<file path="src/rtl/cmp_cal_pkg.sv">
// Shared types and helpers for the slicer offset calibration controller.
package cmp_cal_pkg;

    // Calibration sequencer states
    typedef enum logic [2:0] {
        IDLE,
        SETTLE,
        VOTE,
        DECIDE,
        DONE
    } cal_state_t;

    // Smallest bit count able to encode values 0 .. value-1
    function automatic int clog2(input int value);
        int result;
        result = 0;
        while ((1 << result) < value) begin
            result = result + 1;
        end
        return result;
    endfunction

endpackage

</file>
<file path="src/rtl/cmp_offset_cal_if.sv">
// Sequencer/slicer-facing signal bundle of the offset calibration controller.
interface cmp_offset_cal_if #(
    parameter int NBIT = 6
);
    logic            start;
    logic            abort;
    logic            cmp_out;
    logic            cal_en;
    logic [NBIT-1:0] trim;
    logic            busy;
    logic            done;
    logic            sat;

    // Sequencer / slicer-model side
    modport master (
        output start, abort, cmp_out,
        input  cal_en, trim, busy, done, sat
    );

    // Calibration controller side
    modport slave (
        input  start, abort, cmp_out,
        output cal_en, trim, busy, done, sat
    );
endinterface

</file>
<file path="src/rtl/sync2.sv">
// Two-flop synchronizer for a single asynchronous bit, reset to 0.
module sync2 (
    input  logic clk,
    input  logic rstb,
    input  logic d_i,
    output logic q_o
);
    logic meta_q;
    logic sync_q;

    // Shift the async input through two flops to settle metastability
    always_ff @(posedge clk or negedge rstb) begin
        if (!rstb) begin
            meta_q <= 1'b0;
            sync_q <= 1'b0;
        end else begin
            meta_q <= d_i;
            sync_q <= meta_q;
        end
    end

    assign q_o = sync_q;
endmodule

</file>
<file path="src/rtl/cmp_offset_cal.sv">
// SAR offset calibration controller: walks a binary trim code from MSB to
// LSB, resolving each bit by a majority vote of the synchronized slicer
// output, then holds the final code for mission mode.
module cmp_offset_cal
    import cmp_cal_pkg::*;
#(
    parameter int              NBIT       = 6,
    parameter int              SETTLE_CYC = 4,
    parameter int              NVOTE      = 3,
    parameter logic [NBIT-1:0] TRIM_RST   = {1'b1, {(NBIT-1){1'b0}}}
) (
    input  logic             clk,
    input  logic             rstb,
    cmp_offset_cal_if.slave  cal
);
    localparam int CNT_W = clog2(NVOTE + 1);
    localparam int SET_W = clog2(SETTLE_CYC + 1);
    localparam int KW    = (clog2(NBIT) < 1) ? 1 : clog2(NBIT);

    localparam logic [NBIT-1:0] MSB_CODE = {1'b1, {(NBIT-1){1'b0}}};

    cal_state_t      state_q,     state_d;
    logic [NBIT-1:0] trim_q,      trim_d;
    logic [NBIT-1:0] shadow_q,    shadow_d;
    logic [KW-1:0]   bitIdx_q,    bitIdx_d;
    logic [SET_W-1:0] settleCnt_q, settleCnt_d;
    logic [CNT_W-1:0] voteCnt_q,  voteCnt_d;
    logic [CNT_W-1:0] ones_q,     ones_d;
    logic            calEn_q,     calEn_d;
    logic            busy_q,      busy_d;
    logic            done_q,      done_d;
    logic            sat_q,       sat_d;

    logic            cmpSync;

    sync2 u_cmp_sync (
        .clk  (clk),
        .rstb (rstb),
        .d_i  (cal.cmp_out),
        .q_o  (cmpSync)
    );

    // State, trim code, counters and registered outputs
    always_ff @(posedge clk or negedge rstb) begin
        if (!rstb) begin
            state_q     <= IDLE;
            trim_q      <= TRIM_RST;
            shadow_q    <= TRIM_RST;
            bitIdx_q    <= '0;
            settleCnt_q <= '0;
            voteCnt_q   <= '0;
            ones_q      <= '0;
            calEn_q     <= 1'b0;
            busy_q      <= 1'b0;
            done_q      <= 1'b0;
            sat_q       <= 1'b0;
        end else begin
            state_q     <= state_d;
            trim_q      <= trim_d;
            shadow_q    <= shadow_d;
            bitIdx_q    <= bitIdx_d;
            settleCnt_q <= settleCnt_d;
            voteCnt_q   <= voteCnt_d;
            ones_q      <= ones_d;
            calEn_q     <= calEn_d;
            busy_q      <= busy_d;
            done_q      <= done_d;
            sat_q       <= sat_d;
        end
    end

    // Next-state logic; abort overrides every in-run update and restores trim
    always_comb begin
        state_d     = state_q;
        trim_d      = trim_q;
        shadow_d    = shadow_q;
        bitIdx_d    = bitIdx_q;
        settleCnt_d = settleCnt_q;
        voteCnt_d   = voteCnt_q;
        ones_d      = ones_q;
        calEn_d     = calEn_q;
        busy_d      = busy_q;
        done_d      = done_q;
        sat_d       = sat_q;

        case (state_q)
            IDLE: begin
                if (cal.start && !cal.abort) begin
                    state_d     = SETTLE;
                    shadow_d    = trim_q;
                    trim_d      = MSB_CODE;
                    bitIdx_d    = KW'(NBIT - 1);
                    settleCnt_d = '0;
                    calEn_d     = 1'b1;
                    busy_d      = 1'b1;
                    done_d      = 1'b0;
                    sat_d       = 1'b0;
                end
            end
            SETTLE: begin
                if (settleCnt_q == SET_W'(SETTLE_CYC - 1)) begin
                    state_d   = VOTE;
                    ones_d    = '0;
                    voteCnt_d = '0;
                end else begin
                    settleCnt_d = settleCnt_q + SET_W'(1);
                end
            end
            VOTE: begin
                ones_d = ones_q + CNT_W'(cmpSync);
                if (voteCnt_q == CNT_W'(NVOTE - 1)) begin
                    state_d = DECIDE;
                end else begin
                    voteCnt_d = voteCnt_q + CNT_W'(1);
                end
            end
            DECIDE: begin
                if (ones_q > CNT_W'(NVOTE / 2)) begin
                    trim_d[bitIdx_q] = 1'b0;
                end
                if (bitIdx_q != '0) begin
                    trim_d[bitIdx_q - KW'(1)] = 1'b1;
                    bitIdx_d    = bitIdx_q - KW'(1);
                    settleCnt_d = '0;
                    state_d     = SETTLE;
                end else begin
                    state_d = DONE;
                end
            end
            DONE: begin
                calEn_d = 1'b0;
                busy_d  = 1'b0;
                done_d  = 1'b1;
                sat_d   = (trim_q == '0) || (trim_q == '1);
                state_d = IDLE;
            end
            default: begin
                state_d = IDLE;
            end
        endcase

        if (cal.abort && (state_q == SETTLE || state_q == VOTE || state_q == DECIDE)) begin
            state_d  = IDLE;
            trim_d   = shadow_q;
            bitIdx_d = bitIdx_q;
            calEn_d  = 1'b0;
            busy_d   = 1'b0;
            done_d   = 1'b0;
            sat_d    = 1'b0;
        end
    end

    assign cal.cal_en = calEn_q;
    assign cal.trim   = trim_q;
    assign cal.busy   = busy_q;
    assign cal.done   = done_q;
    assign cal.sat    = sat_q;
endmodule

</file>
<file path="src/flat_wrapper.sv">
// flat-port wrapper written by rule: the top's interface ports become plain ports
module cmp_offset_cal_flat import cmp_cal_pkg::*;
#(
    parameter int              NBIT       = 6,
    parameter int              SETTLE_CYC = 4,
    parameter int              NVOTE      = 3,
    parameter logic [NBIT-1:0] TRIM_RST   = {1'b1, {(NBIT-1){1'b0}}}
)
  (clk, rstb, cal_start, cal_abort, cal_cmp_out, cal_cal_en, cal_trim, cal_busy, cal_done, cal_sat);
  cmp_offset_cal_if #(.NBIT(NBIT)) cal_i ();
  input  logic clk;
  input  logic rstb;
  input wire logic [$bits(cal_i.start)-1:0] cal_start;
  input wire logic [$bits(cal_i.abort)-1:0] cal_abort;
  input wire logic [$bits(cal_i.cmp_out)-1:0] cal_cmp_out;
  output wire logic [$bits(cal_i.cal_en)-1:0] cal_cal_en;
  output wire logic [$bits(cal_i.trim)-1:0] cal_trim;
  output wire logic [$bits(cal_i.busy)-1:0] cal_busy;
  output wire logic [$bits(cal_i.done)-1:0] cal_done;
  output wire logic [$bits(cal_i.sat)-1:0] cal_sat;
  assign cal_i.start = cal_start;
  assign cal_i.abort = cal_abort;
  assign cal_i.cmp_out = cal_cmp_out;
  assign cal_cal_en = cal_i.cal_en;
  assign cal_trim = cal_i.trim;
  assign cal_busy = cal_i.busy;
  assign cal_done = cal_i.done;
  assign cal_sat = cal_i.sat;
  cmp_offset_cal #(.NBIT(NBIT), .SETTLE_CYC(SETTLE_CYC), .NVOTE(NVOTE), .TRIM_RST(TRIM_RST)) u_core (.clk(clk), .rstb(rstb), .cal(cal_i));
endmodule
</file>
<file path="config.mk">
export PLATFORM = sky130hd
export DESIGN_NAME = cmp_offset_cal_flat
export DESIGN_NICKNAME = d
export VERILOG_FILES = /design/src/rtl/cmp_cal_pkg.sv /design/src/rtl/cmp_offset_cal_if.sv /design/src/rtl/sync2.sv /design/src/rtl/cmp_offset_cal.sv /design/src/flat_wrapper.sv
export SDC_FILE = /design/constraint.sdc
export NUM_CORES = 1
export LEC_CHECK = 0
export CORE_MARGIN = 3
export CORE_UTILIZATION = 39
export DETAILED_ROUTE_END_ITERATION = 10
export PLACE_DENSITY = 0.54
export SYNTH_ARGS = -nofsm -noshare
export SYNTH_HDL_FRONTEND = slang
export SYNTH_SLANG_ARGS = --single-unit
export TNS_END_PERCENT = 10
</file>
<file path="constraint.sdc">
create_clock -name clk -period 2.55 [get_ports clk]
set_input_delay 0.765 -clock clk [delete_from_list [all_inputs] [get_ports clk]]
set_output_delay 0.765 -clock clk [all_outputs]
set_load 0.05 [all_outputs]
</file>
# After elaboration in Yosys (flattened, before gate mapping)

Index checks and enable logic that the tools add are counted.

$add $sub $neg: 4
$mul: 0
Div/mod/pow operators: 0
Order comparisons: 5
Equal/unequal tests: 15
Shift operators: 0
Mux-type cells: 35
Bitwise operators: 4
Reductions and logical operators: 24

Operators with widths:

| kind                                                                          | count |
|---|---|
| 3-bit two-way mux                                                             | 10 |
| 6-bit two-way mux                                                             | 5 |
| 3-bit one-hot mux with 4 select lines                                         | 1 |
| 6-bit one-hot mux with 2 select lines                                         | 1 |
| 3-bit nonzero test                                                            | 4 |
| 3-bit by 2-bit == test with 1-bit output (second input constant)              | 3 |
| 3-bit one-hot mux with 3 select lines                                         | 1 |
| 3-bit by 4-bit less-than comparator with 1-bit output (second input constant) | 2 |
| 2-bit one-hot mux with 2 select lines                                         | 2 |
| 2-bit AND reduction                                                           | 4 |
| 4-bit AND reduction                                                           | 2 |
| 1-bit two-way mux                                                             | 7 |
| 6-bit AND                                                                     | 1 |
| 1-bit demux with 3-bit select                                                 | 2 |
| 6-bit == test (second input constant)                                         | 1 |
| 3-bit by 1-bit >= comparator with 1-bit output (second input constant)        | 2 |
| 6-bit logical NOT                                                             | 1 |
| 2-bit by 1-bit != test with 1-bit output (second input constant)              | 3 |
| 3-bit by 2-bit != test with 1-bit output (second input constant)              | 2 |
| 6-bit NOT                                                                     | 1 |
| 6-bit bitwise OR                                                              | 1 |
| 1-bit one-hot mux with 2 select lines                                         | 3 |
| 3-bit one-hot mux with 2 select lines                                         | 1 |
| 3-bit AND reduction                                                           | 2 |
| other kinds (17)                                                              | 25 |

Bits in registers: 30
Bits in latches: 0
Bits in writable memories: 0
Memory bits (read-only): 0
Input bits: 5
Output and inout port bits: 10
Memories kept: 0

# Depth between registers and ports, before layout

Gate-level depths: netlist of run 1.

Depth after elaboration: 12
Depth in mapped cells: 8
Depth with buffers taken out: 7

# Cells and area by module

A second synthesis of run 1 with hierarchy kept.

Cell total of the unflattened synthesis: 157
Area total of the unflattened synthesis: 1,560.2 um2

By module, submodules not included:

| module         | instances | cells an instance | area each (um2) | sequential area each (um2) |
|---|---|---|---|---|
| cmp_offset_cal | 1         | 155               | 1,510.2         | 703.2 |
| sync2          | 1         | 2                 | 50.0            | 50.0 |

# Least setup slack after synthesis of run 1

OpenSTA, ideal clock, no wires.

Path type: in2reg
Start point: in cal_abort
End point: reg u_core.trim_q[5], in the netlist u_core.cal.trim[5]
Data arrival time: 1.807 ns
Path slack: 0.661 ns
Cell stages on the path: 3
Path buffers: 0
Path through: or4b_4 -> a31oi_4 -> mux2_4

Word-level cells in the longest chain between the ends: 4
Elaborated cells on any way between the ends: 7
Those cells by class: eq/ne (1); mux (1); reduce/logical (5)

RTL lines:

| element                                                   | line                 | RTL |
|---|---|---|
| start, declared                                           | flat_wrapper.sv:14   | `input wire logic [$bits(cal_i.abort)-1:0] cal_abort;` |
| 1-bit logical NOT                                         | cmp_offset_cal.sv:88 | `if (cal.start && !cal.abort) begin` |
| 1-bit logical AND                                         | cmp_offset_cal.sv:88 |  |
| 3-bit by 1-bit != test with 1-bit output (no source line) | -                    |  |
| 2-bit AND reduction (no source line)                      | -                    |  |
| end signal, assigned                                      | cmp_offset_cal.sv:59 | `trim_q <= trim_d;` |
| end, declared                                             | cmp_offset_cal.sv:23 | `logic [NBIT-1:0] trim_q, trim_d;` |

Several ways; a longest one is shown, not always the timed one.
A chain may end at the register's enable or synchronous reset.

# Worst setup path after layout of run 1

Start point: reg u_core.trim_q[5], in the netlist u_core.cal.trim[5]
End point: out cal_trim[5]

RTL lines:

| element       | line               | RTL |
|---|---|---|
| end, declared | flat_wrapper.sv:17 | `output wire logic [$bits(cal_i.trim)-1:0] cal_trim;` |

No word-level cell between the ends.

==> results of run 1 <==
[routing by layer]
metal | global-route usage, % | wire (um) | vias to the layer above
met2 | 25.55 | 1817 | 35
met1 | 23.88 | 2066 | 716
li1 | - | - | 718
met5 | 0 | 0 | -
met3 | 5.510 | 201 | 8
met4 | 4.918 | 71 | 0
[worst reg2reg max path: stages (launching register included)]
cell and delay (ps):
dfrtp_1 510, inv_1 160, ha_1 230, ha_1 280, nand2b_1 200, a21oi_1 190
o31ai_1 120, mux2_2 290
[per-stage QoR]
| stage | util [%] | cell area [sq um] | cells | setup WS [ps] | hold slack, ps |
|---|---|---|---|---|---|
| finish | 49.40 | 2047 | 256 | 95.38 | 348.1 |
| global route | 49.40 | 2047 | 256 | 50.44 | 370.3 |
| CTS | 49.40 | 2047 | 256 | 76.42 | 349.2 |
| detailed placement | 47.19 | 1956 | 248 | 124.3 | 334.7 |
| global placement | 47.19 | 1956 | 248 | 122.1 | 334.0 |
| floorplan | - | 1743 | 186 | 660.8 | 331.2 |
[layout by cell type (no fill, tap or decap), drive strengths merged, types with 5 or more instances in the layout]
cell           netlist  routed
nand2               10      10
o21ai               20      20
clkbuf               6       7
mux2                 8       8
a21oi               21      21
clkdlybuf4s50        0      14
buf                  2       6
ha                   6       6
inv                 13      13
dfrtp               28      28
o22a                 5       5
nor2                12      12
[kinds of logic (layout without fill, tap and decap cells)]
kind of cell	after synthesis	after routing	share of synthesized area, %
multiplexers	8	8	5.384
buffers and inverters	21	41	4.810
AO/OA/AOI/OAI	66	66	23.83
adder cells (fa/ha/maj)	6	6	4.307
flip-flops	30	30	43.22
AND/OR/NAND/NOR	55	55	18.45
[where the power goes]
part	switching [W]	internal (W)	total, W
clock network	0.000174	0.000217	0.000391
registers	0.000211	0.000628	0.000839
logic	0.000530	0.000412	0.000942
[cell type report]
class | count | area, sq um | share of cell area (%)
sequential | 30 | 753.2 | 36.80
clock buffer | 7 | 86.33 | 4.218
inverter | 13 | 48.80 | 2.384
timing repair buffer | 20 | 185.2 | 9.046
tap | 50 | 62.56 | 3.056
clock inverter | 1 | 5.005 | 0.2445
multi-input combinational | 135 | 905.9 | 44.25
[worst min-delay path by stage]
| stage | startpoint | endpoint | slack, ps | cells after the start |
|---|---|---|---|---|
| global placement | u_core.u_cmp_sync.meta_q$_DFF_PN0_ | u_core.u_cmp_sync.q_o$_DFF_PN0_ | 330 | 0 |
| finish | u_core.u_cmp_sync.meta_q$_DFF_PN0_ | u_core.u_cmp_sync.q_o$_DFF_PN0_ | 350 | 0 |
| detailed placement | u_core.u_cmp_sync.meta_q$_DFF_PN0_ | u_core.u_cmp_sync.q_o$_DFF_PN0_ | 330 | 0 |
| CTS | u_core.u_cmp_sync.meta_q$_DFF_PN0_ | u_core.u_cmp_sync.q_o$_DFF_PN0_ | 350 | 0 |
| global route | u_core.u_cmp_sync.meta_q$_DFF_PN0_ | u_core.u_cmp_sync.q_o$_DFF_PN0_ | 370 | 0 |
| floorplan | u_core.u_cmp_sync.meta_q$_DFF_PN0_ | u_core.u_cmp_sync.q_o$_DFF_PN0_ | 330 | 0 |
[flip-flops by register name, summed over array words and instances, names as in the netlist]
register	count
u_core.voteCnt_q	2
u_core.cal.trim	6
u_core.cal.sat	1
u_core.cal.done	1
u_core.shadow_q	6
u_core.u_cmp_sync.meta_q	1
u_core.state_q	3
u_core.ones_q	2
u_core.cal.cal_en	1
u_core.bitIdx_q	3
u_core.u_cmp_sync.q_o	1
u_core.settleCnt_q	3
==> flow_summary.toml, run 1 <==
[power]
leakagePower_nw = 0.8305
ir_drop_v = 0.0008985
p_total_w = 0.002172
power_density_nw_per_um2 = 1061

[yosys]
synthArstFlopShare_pct = 100.0
synth_edf_count = 0
yosys_warnings = 0
synth.top_cell.area_share_pct = 40.20
ys_top_cells_by_count = "28 x dfrtp_1, 21 x a21oi_1, 20 x o21ai_0, 13 x inv_1, 12 x nor2_1"
syn_area_per_cell_sq_um = 9.371
synth_area_leaders = "dfrtp_1 40%, a21oi_1 6.0%, o21ai_0 5.7%, mux2_2 4.5%, ha_1 4.3%"
synthCells = 186
synth_nets = 197
synthesis.area_sq_um = 1743
synth-main-ff-cell = "dfrtp_1"
ys_seq_elements = 30
synth_top_area_cell = "dfrtp_1"
synthMostInstantiatedCell = "dfrtp_1"
ys_seq_area_share_pct = 43.22
ys_types = 40

[grt]
globalRouteTotalUtil_pct = 17.16
grt_pass1_wl_um = 7003
grt_pass1_vias = 1428
grt_max_degree = 31
grt-ovfl-total = 0
antenna_found_initial = 0

[timing]
maxSlewViolCount = 0
hold_viol_final = 0
fin_skew_ps = 2.941
relSlewSlack_pct = 52.99
fmax_mhz = 407.4
fin_crit_sh_pct = 96.26
fin_tns_setup_ps = 0
tightestPinTransition_ps = 705.1
post-route-min-period_ps = 2455
finalSetupViolCount = 0
rsz0062_at_grt = "false"

[drt]
vias = 1477
postRouteAntennaNets = 0
vias_per_cell = 5.770
wirelength_um = 4157
wl_per_cell_um = 16.24
drtIter0Drc = 85
drtPass1Iterations = 4
drc = 0

[layout]
layout-drive-gt1-share_pct = 13.11
fillers = 392
antenna_cells = 0
syn2layout_area_growth_pct = 17.44
final_nets = 216

[critical_path]
cp_max_fo = 6
crit_family = "buffers and inverters"
worstPathCellList = "clkdlybuf4s50_1"
reg2reg_depth = 7
r2r_slack_ps = 450
slowest_delay_ps = 820
crit_buf_inv = 1
worst_setup_path_end_kind = "primary output"
crit_start = "u_core.cal.trim[5]$_DFFE_PN1P_"
crit_end = "cal_trim[5]"
crit_type = "flip-flop to primary output"
crit_cells = 1
cp.arrival_ps = 1690
cp_data_required_time_ps = 1790
reg2reg_to = "u_core.settleCnt_q[0]$_DFFE_PN0P_"
timing.rr.start = "u_core.bitIdx_q[0]$_DFFE_PN0P_"
crit_slowest_cell = "clkdlybuf4s50_1"
cp-start-kind = "flip-flop"

[clock_network]
cts-htree-levels = 2
cts_buffers = 5
clk_pin_slew_worst_paths_ps = 60
cts_buffer_depth = 2
cts-root-buf = "clkbuf_8"
cts_tree = "done"
cts_setup_buffers = 0
postCtsHoldBufs = 0
worst_skew_pair.late_latency_ps = 280
cts_resized = 0
cts.sinks = 30

[placed_design]
gp_congestion = 0.8428
portBuffers = 14
place_hpwl_um = 2966

[run_status]
status = "completed"

[floorplan]
rows = 23
initial_core_util_pct = 42.06
die_w_um = 72.85
core_sq_um = 4144
die_area_sq_um = 5307
io_pins = 15
die_h_um = 72.85

[worst_hold_path]
hold_class = "flip-flop to flip-flop"

[job]
drv_cap = 0
No activity file was read; power rests on OpenSTA's default activity.
==> run 2, diff against run 1 <==
Settings changed: CORE_UTILIZATION 39 to 57, PLACE_DENSITY 0.54 to 0.75.
==> run 2 against run 1 <==
Net effect: sequential power shrank 0.7%; cell area shrank 2.4%; clock skew grew 1.1 ps; critical path depth is the same; non-clock buffer count shrank 1; power shrank 4.7%; first-iteration DRC count grew 110%; global-route usage grew 7.2 points; combinational power shrank 0.8%; register-to-register slack lost 20 ps; clock-buffer cell count is the same; cell count shrank 7.8%.
==> flow_summary.toml, run 2 (synthesized netlist as in run 1, its figures left out) <==
[critical_path]
crit_slowest_cell = "clkdlybuf4s50_1"
cp_max_fo = 6
cp-start-kind = "flip-flop"
cp.arrival_ps = 1740
worstPathCellList = "clkdlybuf4s50_1"
crit_start = "u_core.cal.trim[5]$_DFFE_PN1P_"
cp_data_required_time_ps = 1790
timing.rr.start = "u_core.bitIdx_q[0]$_DFFE_PN0P_"
worst_setup_path_end_kind = "primary output"
crit_family = "buffers and inverters"
crit_buf_inv = 1
slowest_delay_ps = 810
crit_type = "flip-flop to primary output"

[power]
p_switching_w = 0.0009013
leakagePower_nw = 0.8169
p_seq_share_pct = 40.3
netSwitchingFraction_pct = 43.55
combPwrFrac_pct = 45.1
p_clk_share_pct = 14.6
intPower_w = 0.001168
ir_drop_v = 0.0007949
power_density_nw_per_um2 = 1036

[grt]
grt_pass1_wl_um = 6610
grt_max_degree = 27
antenna_found_initial = 0
globalRouteTotalUtil_pct = 24.36
grt_pass1_vias = 1408
grt-ovfl-total = 0

[clock_network]
cts_tree = "done"
cts_buffers = 5
postCtsHoldBufs = 0
worst_skew_pair.late_latency_ps = 340
cts_setup_buffers = 0
cts_resized = 0
clk_pin_slew_worst_paths_ps = 90
cts-htree-levels = 2
cts_buffer_depth = 2
cts-root-buf = "clkbuf_4"
cts.sinks = 30

[worst_hold_path]
hold_class = "flip-flop to flip-flop"
hold_path.startpoint = "u_core.u_cmp_sync.meta_q$_DFF_PN0_"

[drt]
vias = 1492
postRouteAntennaNets = 0
drtPass1Iterations = 4
vias_per_cell = 6.322
drtIter0Drc = 179
drc = 0
wirelength_um = 3865
wl_per_cell_um = 16.38

[placed_design]
gp_congestion = 0.8875
portBuffers = 14
place_hpwl_um = 2835
dpl_cell_area_sq_um = 1937

[layout]
layout-drive-gt1-share_pct = 12.68
antenna_cells = 0
final_cell_mix = "28 x dfrtp_1, 21 x a21oi_1, 20 x o21ai_0, 14 x clkdlybuf4s50_1, 13 x inv_1"
design_area_sq_um = 1997
final_nets = 215
layout_commonest_cell = "dfrtp_1"
syn2layout_area_growth_pct = 14.57

[floorplan]
die_h_um = 61.30
die_w_um = 61.30
die_area_sq_um = 3757
initial_core_util_pct = 61.61
core_sq_um = 2829
rows = 19
io_pins = 15

[timing]
maxSlewViolCount = 0
post-route-min-period_ps = 2504
rsz0062_at_grt = "false"
tightestPinTransition_ps = 725.7
fin_skew_ps = 4.004
fmax_mhz = 399.4
fin_tns_setup_ps = 0
relSlewSlack_pct = 51.62
finalSetupViolCount = 0
hold_viol_final = 0
worst_hold_slack_ps = 360.0
fin_crit_sh_pct = 98.20

[run_status]
status = "completed"

[job]
drv_cap = 0
==> run 2: changes by cell type in the layout (fill, tap and decap cells not counted), sizes merged <==
cell / before / now
buf: 6 / 5
==> run 2: final timing paths <==
| check | slack (ps) | depth (start not counted) | end |
|---|---|---|---|
| setup / recovery | 50 | 1 | cal_trim[5] |
| min in group asynchronous | 770 | 1 | u_core.u_cmp_sync.q_o$_DFF_PN0_ |
| hold / removal | 360 | 0 | u_core.u_cmp_sync.q_o$_DFF_PN0_ |
| max in group asynchronous | 1290 | 2 | u_core.cal.trim[2]$_DFFE_PN0P_ |
| hold reg to reg | 360 | 0 | u_core.u_cmp_sync.q_o$_DFF_PN0_ |
| setup reg to reg | 430 | 7 | u_core.settleCnt_q[0]$_DFFE_PN0P_ |
==> run 2: area by class of cell <==
cell class | count | area (sq um)
multi-input combinational | 135 | 905.9
fill | 231 | 832.0
sequential | 30 | 753.2
timing repair buffer | 19 | 190.2
clock buffer | 7 | 55.05
inverter | 13 | 48.80
tap | 31 | 38.79
clock inverter | 1 | 5.005
==> run 2: per-layer routing <==
layer	GRT usage, %	vias up	part of all wire [%]
met3	5.660	10	4.3
met5	0	-	0
met1	32.98	727	47
met2	36.40	38	46
met4	12.38	0	2.4
li1	-	717	-
==> run 2: power groups by stage <==
| stage | sequential [W] | combinational (W) | clock (W) |
|---|---|---|---|
| 6_report | 0.000833 | 0.000934 | 0.000302 |
| 5_1_grt | 0.000866 | 0.00103 | 0.000328 |
| 4_1_cts | 0.000826 | 0.000938 | 0.000305 |
| 3_5_place_dp | 0.000836 | 0.000931 | 0 |
| 3_3_place_gp | 0.000823 | 0.000911 | 0 |
| 2_1_floorplan | 0.000913 | 0.000575 | 0 |
==> run 2: stage by stage <==
step	worst slack [ps]	total power, W	util, %	instances
after floorplan	660.8	0.001489	-	186
final	45.98	0.002069	70.59	236
after global routing	5.204	0.002226	70.59	236
after global placement	165.1	0.001734	68.47	228
after CTS	44.72	0.002070	70.59	236
after detailed placement	36.64	0.001767	68.47	228
